## src/rtl/video_source_switch.sv

```systemverilog
// Selects one of N_CH parallel video sources onto a registered output, switching on a
// vs edge of the current source (or at once), and blanking when that source stops producing vs.
//   state   | meaning
//   ST_RUN  | selected source live, no switch outstanding
//   ST_PEND | switch requested, waiting for a vs edge on the current source
//   ST_LOST | no vs edge seen for TIMEOUT_CYC cycles, outputs blanked
module video_source_switch #(
   parameter int   N_CH        = 4,
   parameter int   COLOR_W     = 12,
   parameter int   DEFAULT_CH  = 0,
   parameter int   SYNC_MODE   = 1,
   parameter logic VS_POL      = 1'b1,
   parameter int   TIMEOUT_CYC = 2_000_000,
   localparam int  SEL_W       = $clog2(N_CH),
   localparam int  CH_W        = 3 + 3*COLOR_W
) (
   input  logic                 sys_clk,
   input  logic                 reset_n,
   input  logic [N_CH*CH_W-1:0] src_bus,
   input  logic [SEL_W-1:0]     sel_req,
   input  logic                 sel_req_valid,
   output logic                 out_de,
   output logic                 out_hs,
   output logic                 out_vs,
   output logic [COLOR_W-1:0]   out_r,
   output logic [COLOR_W-1:0]   out_g,
   output logic [COLOR_W-1:0]   out_b,
   output logic [SEL_W-1:0]     cur_sel,
   output logic                 switch_done,
   output logic                 err_sel,
   output logic                 sig_lost
);

   localparam logic [1:0] ST_RUN  = 2'd0;
   localparam logic [1:0] ST_PEND = 2'd1;
   localparam logic [1:0] ST_LOST = 2'd2;

   localparam int             CNT_W   = $clog2(TIMEOUT_CYC + 1);
   localparam logic [CNT_W-1:0] TO_V  = TIMEOUT_CYC[CNT_W-1:0];
   localparam logic [CNT_W-1:0] TO_M1 = TO_V - 1'b1;
   localparam logic [SEL_W:0]   N_CH_V  = N_CH[SEL_W:0];
   localparam logic [SEL_W-1:0] DEF_SEL = DEFAULT_CH[SEL_W-1:0];
   localparam logic [CH_W-1:0]  BLANK   = {1'b0, ~VS_POL, ~VS_POL, {(3*COLOR_W){1'b0}}};

   logic [CH_W-1:0]  ch [N_CH];
   logic [1:0]       state_q, state_d;
   logic [SEL_W-1:0] cur_sel_q, cur_sel_d;
   logic [SEL_W-1:0] pend_sel_q, pend_sel_d;
   logic [CNT_W-1:0] cnt_q, cnt_d;
   logic             vs_prev_q, vs_prev_d;
   logic [CH_W-1:0]  out_q, out_d;
   logic             switch_done_q, switch_done_d;
   logic             err_sel_q, err_sel_d;

   logic             req_in_range, req_ok, req_new, vs_edge, timeout, commit;
   logic [SEL_W-1:0] commit_sel;

   for (genvar k = 0; k < N_CH; k++) begin : g_ch
      assign ch[k] = src_bus[k*CH_W +: CH_W];
   end

   assign req_in_range = ({1'b0, sel_req} < N_CH_V);
   assign req_ok       = sel_req_valid & req_in_range;
   assign req_new      = req_ok & (sel_req != cur_sel_q);
   assign vs_edge      = (ch[cur_sel_q][CH_W-3] == VS_POL) & (vs_prev_q != VS_POL);
   // Any in-range request, or a vs edge, holds off the watchdog for this cycle.
   assign timeout      = ~vs_edge & ~req_ok & (cnt_q >= TO_M1);

   always_comb begin
      state_d    = state_q;
      cur_sel_d  = cur_sel_q;
      pend_sel_d = pend_sel_q;
      commit     = 1'b0;
      commit_sel = cur_sel_q;
      err_sel_d  = sel_req_valid & ~req_in_range;
      case (state_q)
         ST_RUN: begin
            if (req_new) begin
               if (SYNC_MODE != 0) begin
                  state_d    = ST_PEND;
                  pend_sel_d = sel_req;
               end else begin
                  commit     = 1'b1;
                  commit_sel = sel_req;
               end
            end else if (timeout) begin
               state_d = ST_LOST;
            end
         end
         ST_PEND: begin
            if (vs_edge) begin
               commit     = 1'b1;
               commit_sel = pend_sel_q;
               if (req_ok && (sel_req != pend_sel_q)) pend_sel_d = sel_req;
               else                                    state_d    = ST_RUN;
            end else if (req_ok) begin
               pend_sel_d = sel_req;
               if (sel_req == cur_sel_q) state_d = ST_RUN;
            end else if (timeout) begin
               state_d    = ST_LOST;
               pend_sel_d = cur_sel_q;
            end
         end
         ST_LOST: begin
            if (req_new) begin
               commit     = 1'b1;
               commit_sel = sel_req;
               state_d    = ST_RUN;
            end else if (vs_edge) begin
               state_d = ST_RUN;
            end
         end
         default: state_d = ST_RUN;
      endcase
      if (commit) cur_sel_d = commit_sel;
      switch_done_d = commit;
      if (vs_edge || commit) cnt_d = '0;
      else if (cnt_q == TO_V) cnt_d = cnt_q;
      else                    cnt_d = cnt_q + 1'b1;
      // After a commit the edge detector tracks the new source from its current level.
      vs_prev_d = ch[cur_sel_d][CH_W-3];
      out_d     = (state_d == ST_LOST) ? BLANK : ch[cur_sel_q];
   end

   always_ff @(posedge sys_clk) begin
      if (!reset_n) begin
         state_q       <= ST_RUN;
         cur_sel_q     <= DEF_SEL;
         pend_sel_q    <= DEF_SEL;
         cnt_q         <= '0;
         vs_prev_q     <= VS_POL;
         out_q         <= BLANK;
         switch_done_q <= 1'b0;
         err_sel_q     <= 1'b0;
      end else begin
         state_q       <= state_d;
         cur_sel_q     <= cur_sel_d;
         pend_sel_q    <= pend_sel_d;
         cnt_q         <= cnt_d;
         vs_prev_q     <= vs_prev_d;
         out_q         <= out_d;
         switch_done_q <= switch_done_d;
         err_sel_q     <= err_sel_d;
      end
   end

   assign out_de      = out_q[CH_W-1];
   assign out_hs      = out_q[CH_W-2];
   assign out_vs      = out_q[CH_W-3];
   assign out_r       = out_q[3*COLOR_W-1:2*COLOR_W];
   assign out_g       = out_q[2*COLOR_W-1:COLOR_W];
   assign out_b       = out_q[COLOR_W-1:0];
   assign cur_sel     = cur_sel_q;
   assign switch_done = switch_done_q;
   assign err_sel     = err_sel_q;
   assign sig_lost    = (state_q == ST_LOST);

endmodule
```

## config.mk

```make
export PLATFORM = sky130hd
export DESIGN_NAME = video_source_switch
export DESIGN_NICKNAME = d
export VERILOG_FILES = /design/src/rtl/video_source_switch.sv
export SDC_FILE = /design/constraint.sdc
export NUM_CORES = 1
export LEC_CHECK = 0
export ABC_CLOCK_PERIOD_IN_PS = 3200
export CAP_MARGIN = 25
export CELL_PAD_IN_SITES_DETAIL_PLACEMENT = 0
export CELL_PAD_IN_SITES_GLOBAL_PLACEMENT = 1
export CORE_MARGIN = 4
export CORE_UTILIZATION = 46
export CTS_CLUSTER_DIAMETER = 100
export DETAILED_ROUTE_END_ITERATION = 7
export DONT_BUFFER_PORTS = 1
export HOLD_SLACK_MARGIN = 0.02
export PLACE_DENSITY_LB_ADDON = 0.1
export SLEW_MARGIN = 5
export SYNTH_ARGS = -nofsm -noshare
export SYNTH_HDL_FRONTEND = slang
export SYNTH_SLANG_ARGS = --single-unit
export TNS_END_PERCENT = 1
```

## constraint.sdc

```tcl
create_clock -name sys_clk -period 3.2 [get_ports sys_clk]
set_clock_uncertainty 0.2 [all_clocks]
set_input_delay 0.32 -clock sys_clk [delete_from_list [all_inputs] [get_ports sys_clk]]
set_output_delay 0.32 -clock sys_clk [all_outputs]
set_load 0.01 [all_outputs]
```

==> parameters.txt, run 1 <==
Parameter                              Value

Status
  Run status ... completed

Synth
  Cell variety after synth ... 49
  Syn nets ... 549
  XOR/XNOR share of the synthesized area ... 0.0520
  Post-synthesis simple-gate area fraction ... 0.155
  Mux cell area share after synthesis ... 0.246
  Cell taking the most area after synthesis ... dfxtp_1
  Post-synthesis register bit count ... 68
  Main combinational cell family by area after synthesis ... multiplexers
  Most used DFF post-synth ... dfxtp_1
  Yosys warning total ... 0
  Number of enable-type register cells in the synthesized netlist ... 0
  Adder-cell share of the synthesized area ... 0.0194
  Share of the yosys chip area belonging to registers ... 0.351
  Synth area leaders ... dfxtp_1, mux4_2, nand2_1, a21oi_1, xor2_1
  Asr flop ratio synth ... 0
  Most instantiated library cell after synthesis ... dfxtp_1
  Number of instances in the synthesized netlist ... 382
  Compound-cell area share of the yosys netlist ... 0.120
  Area of the mapped netlist ... 3870 sq um
  Synth top area share ... 0.351
  Avg Inst Size Synth ... 10.1 sq um
  Top post-synthesis cells by count ... dfxtp_1, nand2_1, mux4_2

Place
  Weighted congestion at the end of routability-driven global placement ... 0.790
  Number of placed cells counting well taps ... 463
  Number of buffer cells added on primary ports ... 0
  Placed wire-length estimate after detailed placement ... 7550 um

Routing
  DRC errors left ... 0
  Via count normalized by instance count ... 5.91
  Routed wire length ... 9910 um
  Length of the first detailed-routing pass in iterations ... 4
  Final routed wire length divided by cell count ... 20.5 um
  Total via count in the routed design ... 2856
  Iteration-0 DRC count of the detailed router ... 163
  Remaining antenna violation count ... 0

Clocking
  Clock-pin slew of the registers on the worst-case setup and hold paths ... 0.07 ns
  Clock root buffer master ... clkbuf_8
  TritonCTS clock tree ... done
  Setup Fix Bufs, Post-CTS ... 0
  Clock sinks ... 68
  Number of buffers created by CTS ... 9
  Number of H-tree levels ... 3
  Number of buffers on the longest clock path ... 2
  Clock insertion delay at the later pin of the skew report ... 0.34 ns

Critical path
  Type of element capturing the critical path ... flop
  Cell type of the slowest stage on the worst timing path ... dlygate4sd3_1
  Delay contributed by the slowest stage of the critical path ... 0.56 ns
  Worst r2r path cells ... 8
  Crit-path cells ... inv_1, ha_1, o2111ai_2, a22o_1, and2_1, a2111oi_0, a31oi_1, dlygate4sd3_1
  Crit path arrival time ... 3.02 ns
  Source of the worst register-to-register timing path ... state_q[0]
  Largest fanout on the critical path ... 6
  Reg-to-reg setup timing slack ... 0.22 ns
  Kind of critical path ... reg2reg
  Critical path required time ... 3.24 ns
  Critical register-to-register path endpoint ... vs_prev_q
  Category of the worst setup path launch point ... flop

Timing
  Timing-limited maximum frequency ... 335 MHz
  Time the worst path needs with I/O delays and setup ... 2.98 ns
  Unrepaired setup endpoints after global routing ... false
  Hold violation total from the final report ... 0
  Count of pins over their slew limit ... 0
  Final worst path period share ... 0.932
  Final setup TNS ... 0 ns
  Final Setup Violations ... 0
  Worst-Margin Slew ... 0.604 ns
  Worst rel slew slack ... 0.593

Hold path
  Sink of the worst hold path ... switch_done
  Hold path startpoint ... sel_req_valid
  Instance count along the most critical hold path ... 2
  HP Class ... in2reg

Global routing
  Wire length of the first global-routing pass ... 15500 um
  Remaining global-route overflow ... 0
  Number of global-route vias before repair ... 2926
  Pin count of the biggest net entering global routing ... 43
  Overall routing resource usage ... 0.200
  Antenna violations before repair ... 0

Layout
  Fillers ... 769
  Share of the core filled with cells in the final layout ... 0.507
  Layout net count ... 540
  Ant diodes ... 0
  Area growth from synthesis to layout ... 7.49%
  Layout cell share with drive strength beyond 1 ... 0.225
  Count of non-filler cells in the finished layout ... 483

Pwr
  Static leakage ... 1.44 nW
  Overall power consumption ... 1.80 mW
  Maximum VDD drop ... 0.162 mV
  Power per cell area ... 433 nW/um^2

Floorplanning
  Core Rows ... 33
  Die Y ... 99.8 um
  Top-level I/O count ... 205
  Die outline area ... 9950 sq um
  Area of the core region ... 8220 sq um
  Width of the die ... 99.8 um
  Starting Density ... 0.471

Run
  Max Cap Viol ... 0
[cell usage in the layout, fill, tap and decap left out, types with 2 or more instances in the layout]
cell           Yosys  layout
dfxtp_1           68      66
nand2_1           50      50
mux4_2            39      39
a21oi_1           37      37
nor2_1            31      31
xor2_1            17      17
a21oi_2           12      12
nand3_1           12      12
inv_1             11      11
clkbuf_8           0       9
nor3_1             8       8
xnor2_1            6       6
nand4_1            5       5
ha_1               6       5
mux2i_1            4       4
buf_4              1       4
o21ai_0            3       3
and4_1             3       3
and3_1             3       3
mux2_2             3       3
a31oi_1            3       3
clkinv_2           0       3
dlygate4sd3_1      0       3
o211ai_1           2       2
o21a_1             2       2
o21ai_1            2       2
nor2b_1            2       2
a311oi_1           2       2
clkbuf_1          19       2
dfxtp_2            0       2
buf_12             0       2
[power breakdown]
group / internal, mW / switching (mW) / total [mW]
Sequential: 0.883 / 0.0375 / 0.920
Clock: 0.356 / 0.324 / 0.680
Combinational: 0.0941 / 0.110 / 0.204
[logic make-up after synthesis]
logic type | count (synthesis)
AND/OR/NAND/NOR | 125
buffers and inverters | 41
XOR/XNOR | 23
other | 1
flip-flops | 68
adder cells (fa/ha/maj) | 6
AO/OA/AOI/OAI | 72
multiplexers | 46
[timing repair]
action,in CTS,in global routing
setup endpoints to repair,0,1
resized for setup,0,4
hold buffers,4,0
hold endpoints to repair,42,0
[layer usage]
metal	up-vias	wire [um]	global-route usage
met5	-	0	0
met4	0	172	0.0588
met2	122	4960	0.328
met1	1350	3880	0.246
li1	1370	-	-
met3	14	891	0.0743
[state kept, by name, indices dropped and copies added, names as in the netlist]
signal	cells
pend_sel_q	2
vs_prev_q	1
state_q	2
out_q	39
switch_done	1
cnt_q	21
cur_sel	2
[worst max path at each step]
| stage | depth (start not counted) | endpoint | from | slack [ns] |
|---|---|---|---|---|
| floorplan | 8 | state_q[1] | cur_sel[0] | 0.69 |
| global placement | 8 | out_q[22] | cnt_q[1] | 0.57 |
| detailed placement | 8 | out_q[17] | cnt_q[1] | 0.45 |
| CTS | 8 | vs_prev_q | cur_sel[0] | 0.11 |
| global route | 8 | vs_prev_q | state_q[0] | 0.04 |
| finish | 8 | vs_prev_q | state_q[0] | 0.22 |
[area by class of cell]
class                      count  area (sq um)  area share
tap                          105           131      0.0316
clock buffer                  11           131      0.0316
clock inverter                 5          52.6      0.0126
timing repair buffer          10           111      0.0267
sequential                    68          1360       0.328
inverter                      11          41.3     0.00992
multi-input combinational    273          2330       0.560
[stage by stage]
step                      hold WS (ns)  instance area (sq um)  setup slack (ns)
after global placement           0.242                   3910             0.569
after detailed placement         0.244                   3910             0.451
after CTS                       0.0454                   4140             0.106
after global routing            0.0272                   4160            0.0395
after floorplan                  0.272                   3870             0.690
final                           0.0474                   4160             0.219
[worst max-delay path, delay by kind of cell, from the launching register on]
kind	cells	cell delay (ns)
AOI/OAI and AO/OA	4	1.01
buffers and inverters	2	0.67
DFF	1	0.49
and+or+nand+nor	1	0.17
adders and majority gates	1	0.34
Power figures use the tool's default switching activity.
==> inputs of run 2 (changes only) <==
--- a/config.mk
+++ b/config.mk
@@ -8,9 +8,9 @@
 export ABC_CLOCK_PERIOD_IN_PS = 3200
 export CAP_MARGIN = 25
 export CELL_PAD_IN_SITES_DETAIL_PLACEMENT = 0
-export CELL_PAD_IN_SITES_GLOBAL_PLACEMENT = 1
+export CELL_PAD_IN_SITES_GLOBAL_PLACEMENT = 2
 export CORE_MARGIN = 4
-export CORE_UTILIZATION = 46
+export CORE_UTILIZATION = 36
 export CTS_CLUSTER_DIAMETER = 100
 export DETAILED_ROUTE_END_ITERATION = 7
 export DONT_BUFFER_PORTS = 1
==> run 2 against run 1 <==
  * Via count grew 1.5%
  * Sequential power barely moved
  * Sequential share of layout area fell by 0.53 points
  * Clock power rose by 7.8%
  * Wire length is 0.75% higher
  * Die area rose by 25%
  * Combinational power barely moved
  * Utilization fell by 10 points
  * Worst hold slack gained 0.024 ns
  * Non-clock buffer count increased by 3
  * Count of clock-buffer cells in the layout increased by 1
  * Critical endpoint unchanged
  * Largest cell class unchanged
==> parameters.txt, run 2 (synthesized netlist as in run 1, its figures left out) <==
Parameter                              Value

Timing
  Unrepaired setup endpoints after global routing ... false
  Final setup TNS ... 0 ns (unchanged)
  Hold violation total from the final report ... 0 (unchanged)
  Count of pins over their slew limit ... 0 (unchanged)
  Worst-Margin Slew ... 0.616 ns (+0.0124 ns)
  Time the worst path needs with I/O delays and setup ... 2.97 ns (-0.0151 ns)
  Worst rel slew slack ... 0.584 (-0.00938)
  Final Setup Violations ... 0 (unchanged)
  Final worst path period share ... 0.927 (-0.00470)
  Timing-limited maximum frequency ... 337 MHz (+0.51%)

Floorplanning
  Area of the core region ... 10400 sq um (+27%)
  Top-level I/O count ... 205 (unchanged)
  Starting Density ... 0.372 (-0.0996)
  Die outline area ... 12500 sq um (+25%)
  Die Y ... 112 um (+12%)
  Width of the die ... 112 um (+12%)
  Core Rows ... 37 (+12%)

Layout
  Registers with the most flip-flops ... out_q x39, cnt_q x21
  Layout cell share with drive strength beyond 1 ... 0.231 (+0.00610)
  Flip-flop count of the largest register, all copies and words added ... 39 (unchanged)
  Fillers ... 1040 (+35%)
  Largest register by flop count ... out_q
  Most common library cell in the layout ignoring fill and taps ... dfxtp_1
  Leading cell types in the layout, fill and taps excluded ... dfxtp_1, nand2_1, mux4_2
  Area growth from synthesis to layout ... 9.27%
  Share of the core filled with cells in the final layout ... 0.406 (-0.100)
  Non-Filler Cell Area, Final ... 4230 sq um (+1.7%)
  Layout net count ... 543 (+0.56%)
  Ant diodes ... 0 (unchanged)

Routing
  Total via count in the routed design ... 2900 (+1.5%)
  Via count normalized by instance count ... 5.61 (-5.1%)
  Remaining antenna violation count ... 0 (unchanged)
  Length of the first detailed-routing pass in iterations ... 4 (unchanged)
  Iteration-0 DRC count of the detailed router ... 128 (-21%)
  DRC errors left ... 0 (unchanged)
  Final routed wire length divided by cell count ... 19.3 um (-5.9%)
  Routed wire length ... 9980 um (+0.75%)

Hold path
  Instance count along the most critical hold path ... 3 (+1)
  HP Class ... in2reg

Place
  Number of buffer cells added on primary ports ... 0 (unchanged)
  Placed wire-length estimate after detailed placement ... 7650 um (+1.4%)
  Placement Cell Area ... 3960 sq um (+1.4%)
  Weighted congestion at the end of routability-driven global placement ... 0.710 (-10%)

Global routing
  Number of global-route vias before repair ... 3027 (+3.5%)
  Remaining global-route overflow ... 0 (unchanged)
  Overall routing resource usage ... 0.155 (-0.0445)
  Antenna violations before repair ... 0 (unchanged)
  Wire length of the first global-routing pass ... 15700 um (+1.8%)
  Pin count of the biggest net entering global routing ... 43 (unchanged)

Critical path
  Kind of critical path ... reg2reg
  Largest fanout on the critical path ... 9 (+3)
  Crit path arrival time ... 2.99 ns (-0.03 ns)
  Type of element capturing the critical path ... flop
  Worst r2r path cells ... 8 (unchanged)
  Critical path required time ... 3.23 ns (about the same)
  Category of the worst setup path launch point ... flop

Clocking
  Number of buffers on the longest clock path ... 2 (unchanged)
  Clock sinks ... 68 (unchanged)
  Clock-pin slew of the registers on the worst-case setup and hold paths ... 0.08 ns (about the same)
  Number of buffers created by CTS ... 9 (unchanged)
  Clock insertion delay at the later pin of the skew report ... 0.34 ns (about the same)
  TritonCTS clock tree ... done
  Number of H-tree levels ... 3 (unchanged)
  Clock root buffer master ... clkbuf_8

Run
  Max Cap Viol ... 0 (unchanged)

Pwr
  Power per cell area ... 438 nW/um^2 (+1.1%)
  Static leakage ... 1.46 nW (+1.4%)
  Maximum VDD drop ... 0.187 mV (+15%)

Status
  Run status ... completed
run 2: power breakdown:
| group | internal, mW | switching [mW] | total [mW] |
|---|---|---|---|
| Sequential | 0.882 | 0.0379 | 0.920 |
| Combinational | 0.0932 | 0.108 | 0.201 |
| Clock | 0.401 | 0.333 | 0.733 |
run 2: per-stage QoR:
stage,std cells,hold WS (ns),setup WS (ns),power [mW]
2_1_floorplan,382,0.272,0.690,1.10
3_5_place_dp,496,0.241,0.326,1.13
4_1_cts,517,0.0581,0.0728,1.89
3_3_place_gp,496,0.240,0.400,1.13
6_report,517,0.0719,0.234,1.85
5_1_grt,517,0.0778,0.0524,1.95
run 2: per-layer routing:
metal	vias to the layer above	track usage	wire (um)
met5	-	0	0
met4	0	0.0608	156
met3	11	0.0446	668
met2	110	0.272	5300
met1	1403	0.179	3860
li1	1376	-	-
run 2: final cells by class:
cell class | instances | area, sq um | area share
Clock buffer | 12 | 155 | 0.0367
Clock inverter | 4 | 47.5 | 0.0112
Sequential cell | 68 | 1360 | 0.322
Inverter | 11 | 41.3 | 0.00975
Timing Repair Buffer | 13 | 136 | 0.0322
Tap cell | 136 | 170 | 0.0402
Multi-Input combinational cell | 273 | 2320 | 0.548
run 2: final timing paths:
check / startpoint / end / slack [ns]
worst min register to register: cnt_q[20] / cnt_q[20] / 0.32
worst max register to register: state_q[0] / vs_prev_q / 0.23
worst max-delay path: state_q[0] / vs_prev_q / 0.23
worst min-delay path: reset_n / out_q[13] / 0.07
run 2: repair_timing:
action	in CTS	in global routing
hold buffers	5	0
hold endpoints to repair	42	0
resized for setup	0	3
buffers inserted	0	0
setup endpoints to repair	0	1
run 2: critical path: stages (launching register included):
cell	delay, ns
dfxtp_1	0.44
ha_2	0.32
nor2b_1	0.20
nand3_1	0.18
a22o_1	0.29
and2_1	0.18
a2111oi_0	0.42
a31oi_1	0.06
dlygate4sd3_1	0.56
==> inputs of run 3 (changes only) <==
--- a/config.mk
+++ b/config.mk
@@ -9,9 +9,11 @@
 export CAP_MARGIN = 25
 export CELL_PAD_IN_SITES_DETAIL_PLACEMENT = 0
 export CELL_PAD_IN_SITES_GLOBAL_PLACEMENT = 2
+export CORE_ASPECT_RATIO = 1.2
 export CORE_MARGIN = 4
 export CORE_UTILIZATION = 36
 export CTS_CLUSTER_DIAMETER = 100
+export CTS_CLUSTER_SIZE = 24
 export DETAILED_ROUTE_END_ITERATION = 7
 export DONT_BUFFER_PORTS = 1
 export HOLD_SLACK_MARGIN = 0.02
==> run 3 against run 2 <==
  * Worst hold slack got worse by 0.029 ns
  * Sequential share of layout area rose by 0.12 points
  * Design area fell by 0.38%
  * Critical path depth did not move
  * Non-clock buffer count fell by 6
  * Maximum frequency rose by 8.1%
  * Sequential power barely moved
  * Final cell count fell by 2.7%
  * Via count fell by 2.8%
  * Utilization fell by 0.54 points
  * Flip-flop and latch count did not move
  * First-iteration DRC count rose by 2.3%
==> parameters.txt, run 3 (synthesized netlist as in run 1, its figures left out) <==
Parameter                              Value

Routing
  Via count normalized by instance count ... 5.61 (about the same)
  Routed wire length ... 10000 um (+0.62%)
  Total via count in the routed design ... 2820 (-2.8%)
  DRC errors left ... 0 (unchanged)
  Iteration-0 DRC count of the detailed router ... 131 (+2.3%)
  Length of the first detailed-routing pass in iterations ... 4 (unchanged)
  Remaining antenna violation count ... 0 (unchanged)
  Final routed wire length divided by cell count ... 20.0 um (+3.4%)

Clocking
  Clock sinks ... 68 (unchanged)
  Number of buffers created by CTS ... 9 (unchanged)
  Clock root buffer master ... clkbuf_16
  Setup Fix Bufs, Post-CTS ... 0 (unchanged)
  Clock-pin slew of the registers on the worst-case setup and hold paths ... 0.06 ns (-0.02 ns)
  Number of buffers on the longest clock path ... 2 (unchanged)
  TritonCTS clock tree ... done
  Clock insertion delay at the later pin of the skew report ... 0.33 ns (about the same)
  Number of H-tree levels ... 3 (unchanged)

Place
  Number of placed cells counting well taps ... 487 (-1.8%)
  Placed wire-length estimate after detailed placement ... 7610 um (-0.48%)
  Number of buffer cells added on primary ports ... 0 (unchanged)
  Weighted congestion at the end of routability-driven global placement ... 0.789 (+11%)
  Placement Cell Area ... 3940 sq um (-0.60%)

Layout
  Area growth from synthesis to layout ... 8.85%
  Layout cell share with drive strength beyond 1 ... 0.222 (-0.00905)
  Layout net count ... 537 (-1.1%)
  Flip-flop count of the largest register, all copies and words added ... 39 (unchanged)
  Count of non-filler cells in the finished layout ... 503 (-2.7%)
  Largest register by flop count ... out_q
  Non-Filler Cell Area, Final ... 4220 sq um (-0.38%)
  Leading cell types in the layout, fill and taps excluded ... dfxtp_1, nand2_1, mux4_2
  Most common library cell in the layout ignoring fill and taps ... dfxtp_1
  Ant diodes ... 0 (unchanged)
  Registers with the most flip-flops ... out_q x39, cnt_q x21

Timing
  Worst-Margin Slew ... 0.745 ns (+0.128 ns)
  Count of pins over their slew limit ... 0 (unchanged)
  Final setup TNS ... 0 ns (unchanged)
  Time the worst path needs with I/O delays and setup ... 2.74 ns (-0.222 ns)
  Final worst path period share ... 0.858 (-0.0693)
  Worst rel slew slack ... 0.504 (-0.0800)
  Final Setup Violations ... 0 (unchanged)
  Timing-limited maximum frequency ... 364 MHz (+8.1%)
  Hold violation total from the final report ... 0 (unchanged)
  Unrepaired setup endpoints after global routing ... false

Pwr
  Share of power burned in registers ... 0.463 (-0.033)
  Combinational power share ... 0.101 (-0.007)
  Switching power ... 0.504 mW (+5.4%)
  Net Sw Frac ... 0.253 (-0.00526)
  Power per cell area ... 473 nW/um^2 (+8.1%)
  Int Pwr ... 1.49 mW (+8.4%)
  Power share of the clock group ... 0.436 (+0.041)
  Maximum VDD drop ... 0.212 mV (+13%)
  Static leakage ... 1.46 nW (about the same)

Critical path
  Delay contributed by the slowest stage of the critical path ... 0.56 ns (about the same)
  Kind of critical path ... reg2reg
  Cell type of the slowest stage on the worst timing path ... o41ai_1
  Family with the most delay on the worst path ... compound AO/OA/AOI/OAI gates
  Category of the worst setup path launch point ... flop
  Critical path required time ... 3.20 ns (-0.03 ns)
  Crit-path cells ... ha_1, and3_1, nand2_1, o41ai_1, o21ai_1, a211oi_4, buf_12, a21oi_1
  Crit path arrival time ... 2.75 ns (-0.24 ns)
  Combined buffer and inverter count along the critical path ... 1 (unchanged)
  Type of element capturing the critical path ... flop
  Largest fanout on the critical path ... 39 (+30)

Floorplanning
  Die Y ... 122 um (+8.9%)
  Area of the core region ... 10500 sq um (+0.96%)
  Die outline area ... 12500 sq um (about the same)
  Width of the die ... 103 um (-8.1%)
  Starting Density ... 0.368 (-0.00354)
  Top-level I/O count ... 205 (unchanged)
  Core Rows ... 41 (+11%)

Run
  Max Cap Viol ... 0 (unchanged)

Hold path
  HP Class ... in2reg

Global routing
  Antenna violations before repair ... 0 (unchanged)
  Number of global-route vias before repair ... 2965 (-2.0%)
  Wire length of the first global-routing pass ... 15400 um (-2.5%)
  Pin count of the biggest net entering global routing ... 43 (unchanged)
  Remaining global-route overflow ... 0 (unchanged)
  Overall routing resource usage ... 0.160 (+0.00486)

Status
  Run status ... completed
-- run 3: cell types whose count changed in the layout (fill, tap and decap cells not counted), sizes merged --
cell	change
clkinv	+1
clkinvlp	+1
buf	-2
dlygate4sd3	-4
bufinv	-1
clkbuf	-2
-- run 3: stage by stage --
stage,setup slack [ns],hold slack (ns),power [mW],util
after floorplan,0.690,0.272,1.10,-
after global placement,0.553,0.246,1.14,0.374
after detailed placement,0.426,0.247,1.14,0.374
after CTS,0.436,0.0278,2.03,0.401
after global routing,0.237,0.0533,2.10,0.401
final,0.456,0.0434,2.00,0.401
-- run 3: path summary, 6_finish.rpt --
kind / startpoint / to / slack [ns] / cells after the start
worst max register to register: cnt_q[1] / out_q[8] / 0.46 / 8
worst max-delay path: cnt_q[1] / out_q[8] / 0.46 / 8
worst min-delay path: sel_req[1] / pend_sel_q[1] / 0.04 / 2
worst min register to register: cnt_q[20] / cnt_q[20] / 0.32 / 2
-- run 3: final cells by class --
cell class	instances	area (sq um)
Fill cell	1037	6300
Multi-Input combinational cell	273	2310
Sequential cell	68	1360
Clock buffer	10	229
Tap cell	129	161
Timing Repair Buffer	7	77.6
Inverter	11	41.3
Clock inverter	5	30.0
-- run 3: power groups by stage --
stage	clock, mW	sequential, mW	combinational [mW]
CTS	0.904	0.925	0.205
floorplan	0	0.931	0.170
global route	0.945	0.928	0.226
finish	0.871	0.923	0.201
global placement	0	0.943	0.194
detailed placement	0	0.943	0.196
-- run 3: repair_timing --
item                                    4_1_cts  5_1_grt
resized for setup                             0        0
endpoints found under the setup margin        0        0
hold buffers                                  1        0
hold endpoints to repair                     40        0
-- run 3: worst reg2reg max path: stages, from the launching register on --
cell and delay (ns):
dfxtp_1 0.39, ha_1 0.18, and3_1 0.27, nand2_1 0.12, o41ai_1 0.56, o21ai_1 0.22
a211oi_4 0.31, buf_12 0.26, a21oi_1 0.12
-- run 3: per-layer routing --
metal | share of wire | track usage | vias up
li1 | - | - | 1362
met2 | 0.50 | 0.254 | 109
met4 | 0.024 | 0.0673 | 0
met5 | 0 | 0 | -
met1 | 0.39 | 0.189 | 1334
met3 | 0.084 | 0.0687 | 15
